--- src/rtl/frame_tx_pkg.sv ---
// Shared types and constants for the frame transmit scheduler.
// Frame layout: SYNC0, SYNC1, DEPTH words (low byte first), then one checksum byte.
package frame_tx_pkg;

  typedef enum logic [3:0] {
    S_IDLE,
    S_HDR0,
    S_HDR1,
    S_FETCH,
    S_WAIT,
    S_LO,
    S_HI,
    S_CSUM,
    S_DONE
  } state_e;

  localparam logic [7:0] SYNC0_DEFAULT = 8'hA5;
  localparam logic [7:0] SYNC1_DEFAULT = 8'h5A;

  // Total bytes on the wire for one frame of 'depth' 16-bit words.
  function automatic int unsigned frame_bytes(input int unsigned depth);
    return 2 + 2 * depth + 1;
  endfunction

endpackage

--- src/rtl/frame_tx_scheduler_rd_port_arbiter.sv ---
// Single read port arbiter for the frame buffer.
// The comparator has fixed priority; rvalid flags mark data returning one cycle after a grant.
module rd_port_arbiter #(
  parameter int ADDR_W = 15
) (
  input  logic              clk,
  input  logic              reset_n,
  input  logic              det_req,
  input  logic [ADDR_W-1:0] det_addr,
  input  logic              tx_rd,
  input  logic [ADDR_W-1:0] tx_addr,
  output logic              det_gnt,
  output logic              tx_gnt,
  output logic              det_rvalid,
  output logic              tx_rvalid,
  output logic              mem_en,
  output logic [ADDR_W-1:0] mem_addr
);

  assign det_gnt  = det_req;
  assign tx_gnt   = tx_rd & ~det_req;
  assign mem_en   = det_gnt | tx_gnt;
  assign mem_addr = det_gnt ? det_addr : (tx_gnt ? tx_addr : '0);

  always_ff @(posedge clk or negedge reset_n) begin
    if (!reset_n) begin
      det_rvalid <= 1'b0;
      tx_rvalid  <= 1'b0;
    end else begin
      det_rvalid <= det_gnt;
      tx_rvalid  <= tx_gnt;
    end
  end

endmodule

--- src/rtl/frame_tx_scheduler.sv ---
// Frame transmit sequencer: streams header, buffer words and checksum to the UART,
// fetching each word through the shared read-port arbiter.
module frame_tx_scheduler
  import frame_tx_pkg::*;
#(
  parameter int         DEPTH  = 19200,
  parameter int         ADDR_W = 15,
  parameter logic [7:0] SYNC0  = SYNC0_DEFAULT,
  parameter logic [7:0] SYNC1  = SYNC1_DEFAULT
) (
  input  logic              clk,
  input  logic              reset_n,
  input  logic              start,
  input  logic              continuous,
  input  logic              abort,
  output logic              busy,
  output logic              done,
  input  logic              det_req,
  input  logic [ADDR_W-1:0] det_addr,
  output logic              det_gnt,
  output logic              det_rvalid,
  output logic              mem_en,
  output logic [ADDR_W-1:0] mem_addr,
  input  logic [15:0]       mem_rdata,
  output logic [7:0]        tx_byte,
  output logic              tx_valid,
  input  logic              tx_ready,
  output state_e            dbg_state
);

  state_e            state_q, state_d;
  logic [ADDR_W-1:0] wa_q;
  logic [7:0]        csum_q;
  logic [15:0]       word_q;
  logic              abort_q;
  logic              tx_rd, tx_gnt, tx_rvalid;

  // UART handshake: a byte moves on any cycle with tx_valid & tx_ready; while
  // tx_valid is high and tx_ready low, tx_byte and tx_valid hold unchanged.
  logic xfer;
  logic abort_pend;
  logic last_word;

  assign xfer       = tx_valid & tx_ready;
  assign abort_pend = abort_q | abort;
  assign last_word  = (wa_q == ADDR_W'(DEPTH - 1));
  assign busy       = (state_q != S_IDLE);
  assign dbg_state  = state_q;

  rd_port_arbiter #(.ADDR_W(ADDR_W)) u_arb (
    .clk        (clk),
    .reset_n    (reset_n),
    .det_req    (det_req),
    .det_addr   (det_addr),
    .tx_rd      (tx_rd),
    .tx_addr    (wa_q),
    .det_gnt    (det_gnt),
    .tx_gnt     (tx_gnt),
    .det_rvalid (det_rvalid),
    .tx_rvalid  (tx_rvalid),
    .mem_en     (mem_en),
    .mem_addr   (mem_addr)
  );

  always_comb begin
    state_d  = state_q;
    tx_valid = 1'b0;
    tx_byte  = 8'h00;
    tx_rd    = 1'b0;
    done     = 1'b0;
    case (state_q)
      S_IDLE: if (start && !abort) state_d = S_HDR0;
      S_HDR0: begin
        tx_valid = 1'b1;
        tx_byte  = SYNC0;
        if (xfer) state_d = abort_pend ? S_IDLE : S_HDR1;
      end
      S_HDR1: begin
        tx_valid = 1'b1;
        tx_byte  = SYNC1;
        if (xfer) state_d = abort_pend ? S_IDLE : S_FETCH;
      end
      S_FETCH: begin
        if (abort_pend) state_d = S_IDLE;
        else begin
          tx_rd = 1'b1;
          if (tx_gnt) state_d = S_WAIT;
        end
      end
      // An abort here drops the outstanding read; its rvalid is simply ignored.
      S_WAIT: begin
        if (abort_pend) state_d = S_IDLE;
        else if (tx_rvalid) state_d = S_LO;
      end
      S_LO: begin
        tx_valid = 1'b1;
        tx_byte  = word_q[7:0];
        if (xfer) state_d = abort_pend ? S_IDLE : S_HI;
      end
      S_HI: begin
        tx_valid = 1'b1;
        tx_byte  = word_q[15:8];
        if (xfer) state_d = abort_pend ? S_IDLE : (last_word ? S_CSUM : S_FETCH);
      end
      S_CSUM: begin
        tx_valid = 1'b1;
        tx_byte  = csum_q;
        if (xfer) state_d = abort_pend ? S_IDLE : S_DONE;
      end
      S_DONE: begin
        if (abort_pend) state_d = S_IDLE;
        else begin
          done    = 1'b1;
          state_d = continuous ? S_HDR0 : S_IDLE;
        end
      end
      default: state_d = S_IDLE;
    endcase
  end

  always_ff @(posedge clk or negedge reset_n) begin
    if (!reset_n) begin
      state_q <= S_IDLE;
      wa_q    <= '0;
      csum_q  <= 8'h00;
      word_q  <= 16'h0000;
      abort_q <= 1'b0;
    end else begin
      state_q <= state_d;
      if (state_d == S_IDLE) abort_q <= 1'b0;
      else if (abort)        abort_q <= 1'b1;
      if (state_d == S_HDR0 && (state_q == S_IDLE || state_q == S_DONE)) begin
        wa_q   <= '0;
        csum_q <= 8'h00;
      end
      if (state_q == S_WAIT && state_d == S_LO) word_q <= mem_rdata;
      if (state_q == S_LO && xfer) csum_q <= csum_q + word_q[7:0];
      if (state_q == S_HI && xfer) begin
        csum_q <= csum_q + word_q[15:8];
        if (!last_word) wa_q <= wa_q + ADDR_W'(1);
      end
    end
  end

endmodule
--- config.mk ---
export PLATFORM = sky130hd
export DESIGN_NAME = frame_tx_scheduler
export DESIGN_NICKNAME = d
export VERILOG_FILES = /design/src/rtl/frame_tx_pkg.sv /design/src/rtl/frame_tx_scheduler_rd_port_arbiter.sv /design/src/rtl/frame_tx_scheduler.sv
export SDC_FILE = /design/constraint.sdc
export NUM_CORES = 1
export LEC_CHECK = 0
export ABC_CLOCK_PERIOD_IN_PS = 2600
export BUFFER_PORTS_ARGS = -buffer_cell sky130_fd_sc_hd__buf_2
export CELL_PAD_IN_SITES_DETAIL_PLACEMENT = 1
export CELL_PAD_IN_SITES_GLOBAL_PLACEMENT = 1
export CORE_ASPECT_RATIO = 0.75
export CORE_MARGIN = 1
export CORE_UTILIZATION = 38
export DETAILED_ROUTE_END_ITERATION = 7
export PLACE_DENSITY = 0.82
export SYNTH_ARGS = -nofsm -noshare
export SYNTH_HDL_FRONTEND = slang
export SYNTH_SLANG_ARGS = --single-unit
--- constraint.sdc ---
create_clock -name clk -period 2.6 [get_ports clk]
set_clock_uncertainty 0.1 [all_clocks]
set_input_delay 0.13 -clock clk [delete_from_list [all_inputs] [get_ports clk]]
set_output_delay 0.13 -clock clk [all_outputs]
set_load 0.01 [all_outputs]
==> impl_metrics.yaml, run 1 <==
power:
  p_per_area_nw_per_um2: 555
  peakVddDrop_uv: 291
  total_power_uw: 2200
  leakage_uw: 0.00191
yosys:
  synth_edf_count: 0
  ys.flop_type: "dfrtp_1"
  yosysUniqueCellTypes: 60
  ys_seq_area_share_pct: 36.0
  yosysWarnings: 0
  ys_async_sr_fraction_pct: 100
  synth_nets: 419
  syn-instance-count: 364
  syn_avg_cell_area_um2: 8.79
  ys_ff_latch: 46
  syn_area_um2: 3200
grt:
  busiest_layer: "met2"
  antenna_found_initial: 0
  use_met2_pct: 38.3
  grtUsageMet3_pct: 4.13
  grt_use_total_pct: 23.7
  grt_pass1_wl_um: 16000
  grt_pass1_vias: 3155
  grt_remaining_overflow: 0
  met1_usage_pct: 32.4
  grt_max_degree: 47
setup_path:
  worstSetupStartpointType: "register"
  r2r_cells: 8
  path_class: "register to register"
  critPathRequiredTime_ns: 2.70
  crit_path_max_incr_delay_ns: 0.42
  r2r_slack_ns: 0.27
  startpoint: "csum_q[0]$_DFFE_PN0P_"
  timing.rr.start: "csum_q[0]$_DFFE_PN0P_"
  cp_max_fo: 4
  arrival_ns: 2.43
  crit_path_end_kind: "register"
  crit_chain: "ha_1 -> fa_1 -> a21o_1 -> a21oi_1 -> o21ai_0 -> xor2_1 -> a22oi_1 -> o21ai_1"
  slowest_stage: "dfrtp_1"
  crit_end: "csum_q[6]$_DFFE_PN0P_"
  r2r-end: "csum_q[6]$_DFFE_PN0P_"
sta:
  setup_viol: 0
  min_period_ns: 2.33
  drv_slew: 0
  finalHoldViolations: 0
  period_share_pct: 89.5
  fmax_mhz: 430
  worstMarginPinSlew_ns: 0.626
  rsz0062_at_grt: "false"
  slew-limit-headroom_pct: 58.3
  finalSetupTns_ns: 0
placed_design:
  portBuffers: 70
  dp_hpwl_um: 7320
  place_inst: 533
  gp_congestion: 0.884
layout:
  drive_above_1_share_pct: 26.7
  area_growth_pct: 24.1
  multi_input_area_um2: 1900
  utilization_pct: 49.5
  n_antenna_cell: 0
  layout_common_cells: "buf_2, nand2_1, dfrtp_1"
  fillCellCount: 994
  nets: 507
  finalNonFillerCells: 558
  seqCellArea_um2: 1150
  final_common_cell: "buf_2"
cts:
  clockBufferDepth: 2
  clock-root-buffer: "clkbuf_8"
  postCtsSetupBuffers: 0
  cts_tree: "built"
  htree_levels: 2
  cts.sinks: 46
  insertion_delay_ns: 0.31
  numCtsBuffers: 5
  clk_pin_slew_ns: 0.10
floorplan:
  die_w_um: 108
  ioPinCount: 71
  start_util_pct: 39.9
  core_um2: 8020
  dieArea_um2: 8790
  fp-row-count: 28
  die_h_um: 81.5
detailed_routing:
  avgRoutedWirePerCell_um: 17.3
  via_per_inst: 5.57
  vias: 3109
  wirelength_um: 9640
  drc: 0
  firstDrtPassIters: 4
  drt_iter0_markers: 141
  ant_nets: 0
run_status:
  outcome: "finished clean"
run:
  cap_viol_max_count: 0
hold_path:
  hp-class: "input pin to register"
[sequential cells by signal (all words and copies together) (netlist names)]
signal            flops
word_q               16
wa_q                 15
dbg_state             4
abort_q               1
u_arb.tx_rvalid       1
csum_q                8
u_arb.det_rvalid      1
[synthesized netlist by cell type (7+ instances only)]
cell      count  area [um2]
xnor2_1       7        61.3
o21ai_0      42         210
dfrtp_1      46        1150
inv_1         9        33.8
nand2_1      57         214
ha_1         15         188
nor2_1       26        97.6
nand3_1      15        75.1
clkbuf_1      9        33.8
mux2_2       15         169
a21oi_1      11        55.1
xor2_1        7        61.3
[layout make-up]
class / count / area share (%)
well taps: 105 / 3.31
flip-flops and latches: 46 / 29.0
inverters: 10 / 0.946
repair buffers: 101 / 16.1
clock inverters: 3 / 1.01
clock buffers: 5 / 1.73
multi-input cells: 288 / 47.9
[kinds of logic (layout without fill, tap and decap cells)]
family | Yosys count | after routing | synth area share, %
buffers and inverters | 30 | 119 | 4.73
AO/OA/AOI/OAI | 94 | 94 | 18.7
XOR/XNOR | 14 | 14 | 3.83
flip-flops | 46 | 46 | 36.0
adder cells (fa/ha/maj) | 17 | 17 | 7.12
multiplexers | 21 | 21 | 7.16
AND/OR/NAND/NOR | 142 | 142 | 22.5
[report_power, final]
group	switching, uW	leakage (uW)	internal [uW]
registers	61.9	0.000628	755
logic	495	0.00122	331
clock network	275	0.0000579	284
[critical path: cells and delay by family (launching register included)]
family,cells,cell delay [ns]
compound gates,5,0.89
xor+xnor,1,0.17
flops,1,0.42
fa+ha+maj,2,0.64
[per-stage QoR]
step	hold slack (ns)	worst slack, ns	instance area, um2
2_1_floorplan	-0.266	0.481	3200
3_3_place_gp	0.164	0.327	3680
3_5_place_dp	0.175	0.223	3680
4_1_cts	0.0824	0.188	3960
5_1_grt	0.111	0.175	3970
6_report	0.0821	0.272	3970
[how the worst min path moves through the flow]
stage	end	slack [ns]	startpoint	cells past startpoint
floorplan	abort_q$_DFFE_PN0P_	-0.27	reset_n	0
global placement	word_q[5]$_DFFE_PN0P_	0.16	reset_n	2
detailed placement	word_q[4]$_DFFE_PN0P_	0.18	reset_n	2
CTS	dbg_state[3]$_DFF_PN0_	0.08	tx_ready	3
global route	u_arb.det_rvalid$_DFF_PN0_	0.11	det_req	1
finish	u_arb.det_rvalid$_DFF_PN0_	0.08	det_req	1
[timing repair]
action / CTS / global route
resized for setup: 0 / 1
hold buffers: 17 / 0
endpoints found under the setup margin: 0 / 1
hold endpoints to repair: 62 / 0
[layer usage]
metal	vias up	part of all wire [%]	routed length (um)
li1	1473	-	-
met1	1561	49	4700
met2	66	45	4360
met3	9	4.6	448
met4	0	1.4	131
met5	-	0	0
(Power assumes the default switching activity.)
==> run 2, diff against run 1 <==
--- a/config.mk
+++ b/config.mk
@@ -5,11 +5,10 @@
 export SDC_FILE = /design/constraint.sdc
 export NUM_CORES = 1
 export LEC_CHECK = 0
-export ABC_CLOCK_PERIOD_IN_PS = 2600
+export ABC_CLOCK_PERIOD_IN_PS = 3010
 export BUFFER_PORTS_ARGS = -buffer_cell sky130_fd_sc_hd__buf_2
 export CELL_PAD_IN_SITES_DETAIL_PLACEMENT = 1
 export CELL_PAD_IN_SITES_GLOBAL_PLACEMENT = 1
-export CORE_ASPECT_RATIO = 0.75
 export CORE_MARGIN = 1
 export CORE_UTILIZATION = 38
 export DETAILED_ROUTE_END_ITERATION = 7
==> constraint.sdc (replaced) <==
create_clock -name clk -period 3.01 [get_ports clk]
set_clock_uncertainty 0.1 [all_clocks]
set_input_delay 0.1505 -clock clk [delete_from_list [all_inputs] [get_ports clk]]
set_output_delay 0.1505 -clock clk [all_outputs]
set_load 0.01 [all_outputs]
==> run 2 against run 1 <==
Effect of this change: combinational power is 22% lower; utilization fell by 2.1 points; cell area fell by 2.4%; critical path depth decreased by 3; the flow now finishes with violations (DRC); critical path type is now register to output pin; cell count decreased by 1.8%; worst hold slack improved by 0.023 ns; global-route usage decreased by 2.1 points; register-to-register slack better by 0.14 ns; routed wire length down 6.5%.
==> impl_metrics.yaml, run 2 (synthesized netlist as in run 1, its figures left out) <==
layout:
  seqCellArea_um2: 1150
  finalNonFillerCells: 548
  final_common_cell: "buf_2"
  drive_above_1_share_pct: 24.8
  multi_input_area_um2: 1900
  largest_reg_flops: 16
  top_register: "word_q"
  largestRegisters: "word_q (16), wa_q (15), csum_q (8)"
  area_growth_pct: 21.0
  nets: 497
  fillCellCount: 1006
  n_antenna_cell: 0
  layout_common_cells: "buf_2, nand2_1, dfrtp_1"
sta:
  min_period_ns: 2.63
  finalHoldViolations: 0
  layout_setup_ws_ns: 0.383
  rsz0062_at_grt: "false"
  drv_slew: 0
  worstMarginPinSlew_ns: 1.05
  whs_ns: 0.105
  period_share_pct: 87.3
  fmax_mhz: 381
  slew-limit-headroom_pct: 30.1
  setup_viol: 0
  finalSetupTns_ns: 0
cts:
  postCtsSetupBuffers: 0
  clock-root-buffer: "clkbuf_8"
  cts_resized: 0
  numCtsBuffers: 5
  cts_tree: "built"
  cts.sinks: 46
  htree_levels: 2
  cts_hold_buf: 17
  clk_pin_slew_ns: 0.10
  clockBufferDepth: 2
  insertion_delay_ns: 0.31
setup_path:
  path_class: "register to output pin"
  crit_path_end_kind: "output pin"
  arrival_ns: 2.38
  critPathRequiredTime_ns: 2.76
  cp_max_fo: 18
  worstSetupStartpointType: "register"
floorplan:
  dieArea_um2: 8790
  ioPinCount: 71
  die_h_um: 93.7
  core_um2: 8180
  fp-row-count: 33
  die_w_um: 93.7
  start_util_pct: 39.1
run_status:
  outcome: "finished, violations left"
  violations: "DRC"
detailed_routing:
  wirelength_um: 9010
  ant_nets: 0
  via_per_inst: 5.47
  avgRoutedWirePerCell_um: 16.4
  drt_iter0_markers: 134
  drc: 2
  vias: 2995
  firstDrtPassIters: 6
power:
  p_per_area_nw_per_um2: 471
  peakVddDrop_uv: 174
  leakage_uw: 0.00185
  total_power_uw: 1820
grt:
  antenna_found_initial: 0
  grt_use_total_pct: 21.6
  grt_max_degree: 47
  grt_remaining_overflow: 0
  grt_pass1_wl_um: 14700
  grt_pass1_vias: 2991
placed_design:
  portBuffers: 70
  pre_cts_slack_ns: 0.451
  place_inst: 523
  dp_hpwl_um: 6750
  gp_congestion: 0.811
hold_path:
  hp-class: "input pin to register"
run:
  cap_viol_max_count: 0
-- run 2: power breakdown --
| part | switching [uW] | leakage [uW] | total (uW) | internal, uW |
|---|---|---|---|---|
| registers | 83.3 | 0.000628 | 735 | 652 |
| logic | 373 | 0.00117 | 645 | 272 |
| clock network | 230 | 0.0000544 | 441 | 211 |
| total | 687 | 0.00185 | 1820 | 1130 |
-- run 2: worst max-delay path, stage by stage, from the launching register on --
cell,delay [ns]
dfrtp_1,0.73
nand2_2,0.22
nor4_4,0.67
nand2_1,0.12
o21ai_0,0.17
buf_2,0.15
-- run 2: final timing paths --
kind	start	slack, ns	to	cells past startpoint
min in group asynchronous	reset_n	0.47	word_q[12]$_DFFE_PN0P_	2
setup / recovery	dbg_state[0]$_DFF_PN0_	0.38	mem_addr[7]	5
setup reg to reg	dbg_state[0]$_DFF_PN0_	0.41	wa_q[9]$_DFF_PN0_	6
hold reg to reg	wa_q[5]$_DFF_PN0_	0.44	wa_q[5]$_DFF_PN0_	1
hold / removal	det_req	0.11	u_arb.det_rvalid$_DFF_PN0_	1
max in group asynchronous	reset_n	1.70	wa_q[7]$_DFF_PN0_	2
-- run 2: per-layer routing --
layer	vias up	global-route usage (%)	share of wire, %	routed length [um]
met4	0	5.51	1.2	112
met1	1463	29.4	46	4150
li1	1456	-	-	-
met5	-	0	0	0
met3	9	2.83	5.1	458
met2	67	35.9	48	4290
-- run 2: final cells by class --
| cell class | count | share of cell area [%] |
|---|---|---|
| tap | 105 | 3.39 |
| sequential | 46 | 29.7 |
| timing repair buffer | 91 | 14.2 |
| clock buffer | 7 | 2.49 |
| inverter | 10 | 0.970 |
| multi-input combinational | 288 | 49.0 |
| clock inverter | 1 | 0.226 |
-- run 2: metrics by stage --
stage	area (um2)	utilization, %
after floorplan	3200	-
after global placement	3600	44.0
after CTS	3870	47.4
final	3870	47.4
after global routing	3870	47.4
after detailed placement	3600	44.0
==> run 3, diff against run 2 <==
--- a/config.mk
+++ b/config.mk
@@ -5,14 +5,14 @@
 export SDC_FILE = /design/constraint.sdc
 export NUM_CORES = 1
 export LEC_CHECK = 0
-export ABC_CLOCK_PERIOD_IN_PS = 3010
+export ABC_CLOCK_PERIOD_IN_PS = 2150
 export BUFFER_PORTS_ARGS = -buffer_cell sky130_fd_sc_hd__buf_2
 export CELL_PAD_IN_SITES_DETAIL_PLACEMENT = 1
 export CELL_PAD_IN_SITES_GLOBAL_PLACEMENT = 1
 export CORE_MARGIN = 1
-export CORE_UTILIZATION = 38
+export CORE_UTILIZATION = 37
 export DETAILED_ROUTE_END_ITERATION = 7
-export PLACE_DENSITY = 0.82
+export PLACE_DENSITY = 0.83
 export SYNTH_ARGS = -nofsm -noshare
 export SYNTH_HDL_FRONTEND = slang
 export SYNTH_SLANG_ARGS = --single-unit
==> constraint.sdc (replaced) <==
create_clock -name clk -period 2.15 [get_ports clk]
set_clock_uncertainty 0.1 [all_clocks]
set_input_delay 0.1075 -clock clk [delete_from_list [all_inputs] [get_ports clk]]
set_output_delay 0.1075 -clock clk [all_outputs]
set_load 0.01 [all_outputs]
==> run 3 against run 2 <==
Effect of this change: utilization up 6.0 points; clock-buffer cell count down 2; sequential share of layout area down 3.6 points; the run ends with setup timing left.
==> impl_metrics.yaml, run 3 (synthesized netlist as in run 1, its figures left out) <==
cts:
  cts.sinks: 46
  insertion_delay_ns: 0.33
  numCtsBuffers: 5
  clock-root-buffer: "clkbuf_8"
  clk_pin_slew_ns: 0.10
  clockBufferDepth: 2
  cts_tree: "built"
  htree_levels: 2
hold_path:
  hp-class: "input pin to register"
  whs_path_depth: 3
grt:
  antenna_found_initial: 1
  grt_max_degree: 36
  grt_use_total_pct: 25.0
  grt_pass1_wl_um: 17100
  grt_remaining_overflow: 0
  grt_pass1_vias: 3336
layout:
  drive_above_1_share_pct: 36.2
  final_common_cell: "buf_2"
  largestRegisters: "word_q (16), wa_q (15), csum_q (8)"
  top_register: "word_q"
  nets: 538
  finalNonFillerCells: 590
  area_growth_pct: 38.4
  largest_reg_flops: 16
  layout_common_cells: "buf_2, nand2_1, dfrtp_1"
  fillCellCount: 999
  utilization_pct: 53.3
setup_path:
  cp_max_fo: 4
  arrival_ns: 2.27
  crit_path_max_incr_delay_ns: 0.43
  startpoint: "csum_q[1]$_DFFE_PN0P_"
  path_delay_family: "compound AO/OA/AOI/OAI gates"
  slowest_stage: "dfrtp_1"
  crit_path_end_kind: "register"
  r2r_slack_ns: -0.004
  cp_num_cells: 8
  critPathRequiredTime_ns: 2.27
  r2r_cells: 8
  cp_num_buf_inv: 1
  path_class: "register to register"
  r2r-end: "csum_q[7]$_DFFE_PN0P_"
  worstSetupStartpointType: "register"
  crit_chain: "ha_1 -> a21o_1 -> a2111oi_4 -> buf_4 -> a21oi_2 -> xnor2_1 -> a32oi_1 -> nand3_1"
  timing.rr.start: "csum_q[1]$_DFFE_PN0P_"
  crit_end: "csum_q[7]$_DFFE_PN0P_"
floorplan:
  die_h_um: 95.0
  die_w_um: 95.0
  core_um2: 8300
  start_util_pct: 38.5
  dieArea_um2: 9020
  fp-row-count: 33
  ioPinCount: 71
sta:
  min_period_ns: 2.15
  finalHoldViolations: 0
  worstMarginPinSlew_ns: 0.611
  slew-limit-headroom_pct: 59.3
  rsz0062_at_grt: "true"
  setup_viol: 1
  fmax_mhz: 464
  drv_slew: 0
  period_share_pct: 100
  layout_setup_ws_ns: -0.00395
  whs_ns: 0.0760
placed_design:
  place_inst: 549
  gp_congestion: 0.855
  portBuffers: 70
  dp_hpwl_um: 7290
  pre_cts_slack_ns: -0.163
detailed_routing:
  wirelength_um: 11600
  drt_iter0_markers: 243
  ant_nets: 0
  drc: 0
  firstDrtPassIters: 5
  via_per_inst: 5.78
  vias: 3410
  avgRoutedWirePerCell_um: 19.7
power:
  internal-power_uw: 1960
  p_per_area_nw_per_um2: 692
  peakVddDrop_uv: 351
  leakage_uw: 0.00210
  p_sw_uw: 1100
  clkPwrFrac_pct: 26.4
  combinationalPowerShare_pct: 41.6
  swShare_pct: 36.0
  power.share.sequential_pct: 32.1
run:
  cap_viol_max_count: 0
run_status:
  violations: "setup timing"
  outcome: "finished, violations left"
## run 3: cell types whose count changed in the layout (fill, tap and decap cells not counted), sizes merged
cell	delta
bufinv	+2
diode	+1
buf	+41
clkbuf	-2
## run 3: final cells by class
class	count	area, um2	area share (%)
tap	105	131	2.97
multi-input combinational	288	2040	46.1
antenna	1	2.50	0.0565
timing repair buffer	132	922	20.8
clock buffer	5	68.8	1.55
sequential	46	1150	26.1
clock inverter	3	68.8	1.55
inverter	10	37.5	0.848
## run 3: worst min-delay path by stage
| stage | start | to | slack [ns] |
|---|---|---|---|
| after floorplan | reset_n | abort_q$_DFFE_PN0P_ | -0.29 |
| after detailed placement | reset_n | word_q[5]$_DFFE_PN0P_ | 0.04 |
| after global routing | tx_ready | dbg_state[3]$_DFF_PN0_ | 0.08 |
| final | tx_ready | dbg_state[3]$_DFF_PN0_ | 0.08 |
| after CTS | det_req | u_arb.det_rvalid$_DFF_PN0_ | 0.05 |
| after global placement | reset_n | word_q[5]$_DFFE_PN0P_ | 0.05 |
## run 3: worst register-to-register path: stages (launching register included)
cell and delay, ns:
dfrtp_1 0.43, ha_1 0.29, a21o_1 0.22, a2111oi_4 0.38, buf_4 0.18, a21oi_2 0.05, xnor2_1 0.13, a32oi_1 0.17
nand3_1 0.10
## run 3: timing repair
action,in CTS,in global routing
endpoints found under the hold margin,39,0
cloned,0,2
gates resized for setup,10,45
pin swaps,0,11
setup endpoints to repair,20,27
setup buffers,0,13
hold buffers,17,0
## run 3: routing by layer
| layer | up-vias | GRT usage (%) | share of wire, % |
|---|---|---|---|
| met5 | - | 0 | 0 |
| met4 | 0 | 11.4 | 3.0 |
| met3 | 29 | 3.46 | 4.2 |
| met2 | 108 | 42.4 | 50 |
| met1 | 1729 | 31.2 | 43 |
| li1 | 1544 | - | - |
## run 3: metrics by stage
step / setup TNS (ns) / total power [uW] / cell area [um2]
floorplan: 0 / 1600 / 3200
CTS: -0.0932 / 2860 / 4170
global placement: -0.0325 / 1970 / 3820
finish: -0.00395 / 3060 / 4430
global route: -0.511 / 3230 / 4430
detailed placement: -0.272 / 2010 / 3820
## run 3: power groups by stage
stage	Combinational (uW)	Sequential [uW]	Clock, uW
floorplan	620	984	0
global placement	991	975	0
detailed placement	1020	984	0
CTS	1070	969	816
global route	1380	990	862
finish	1270	982	807
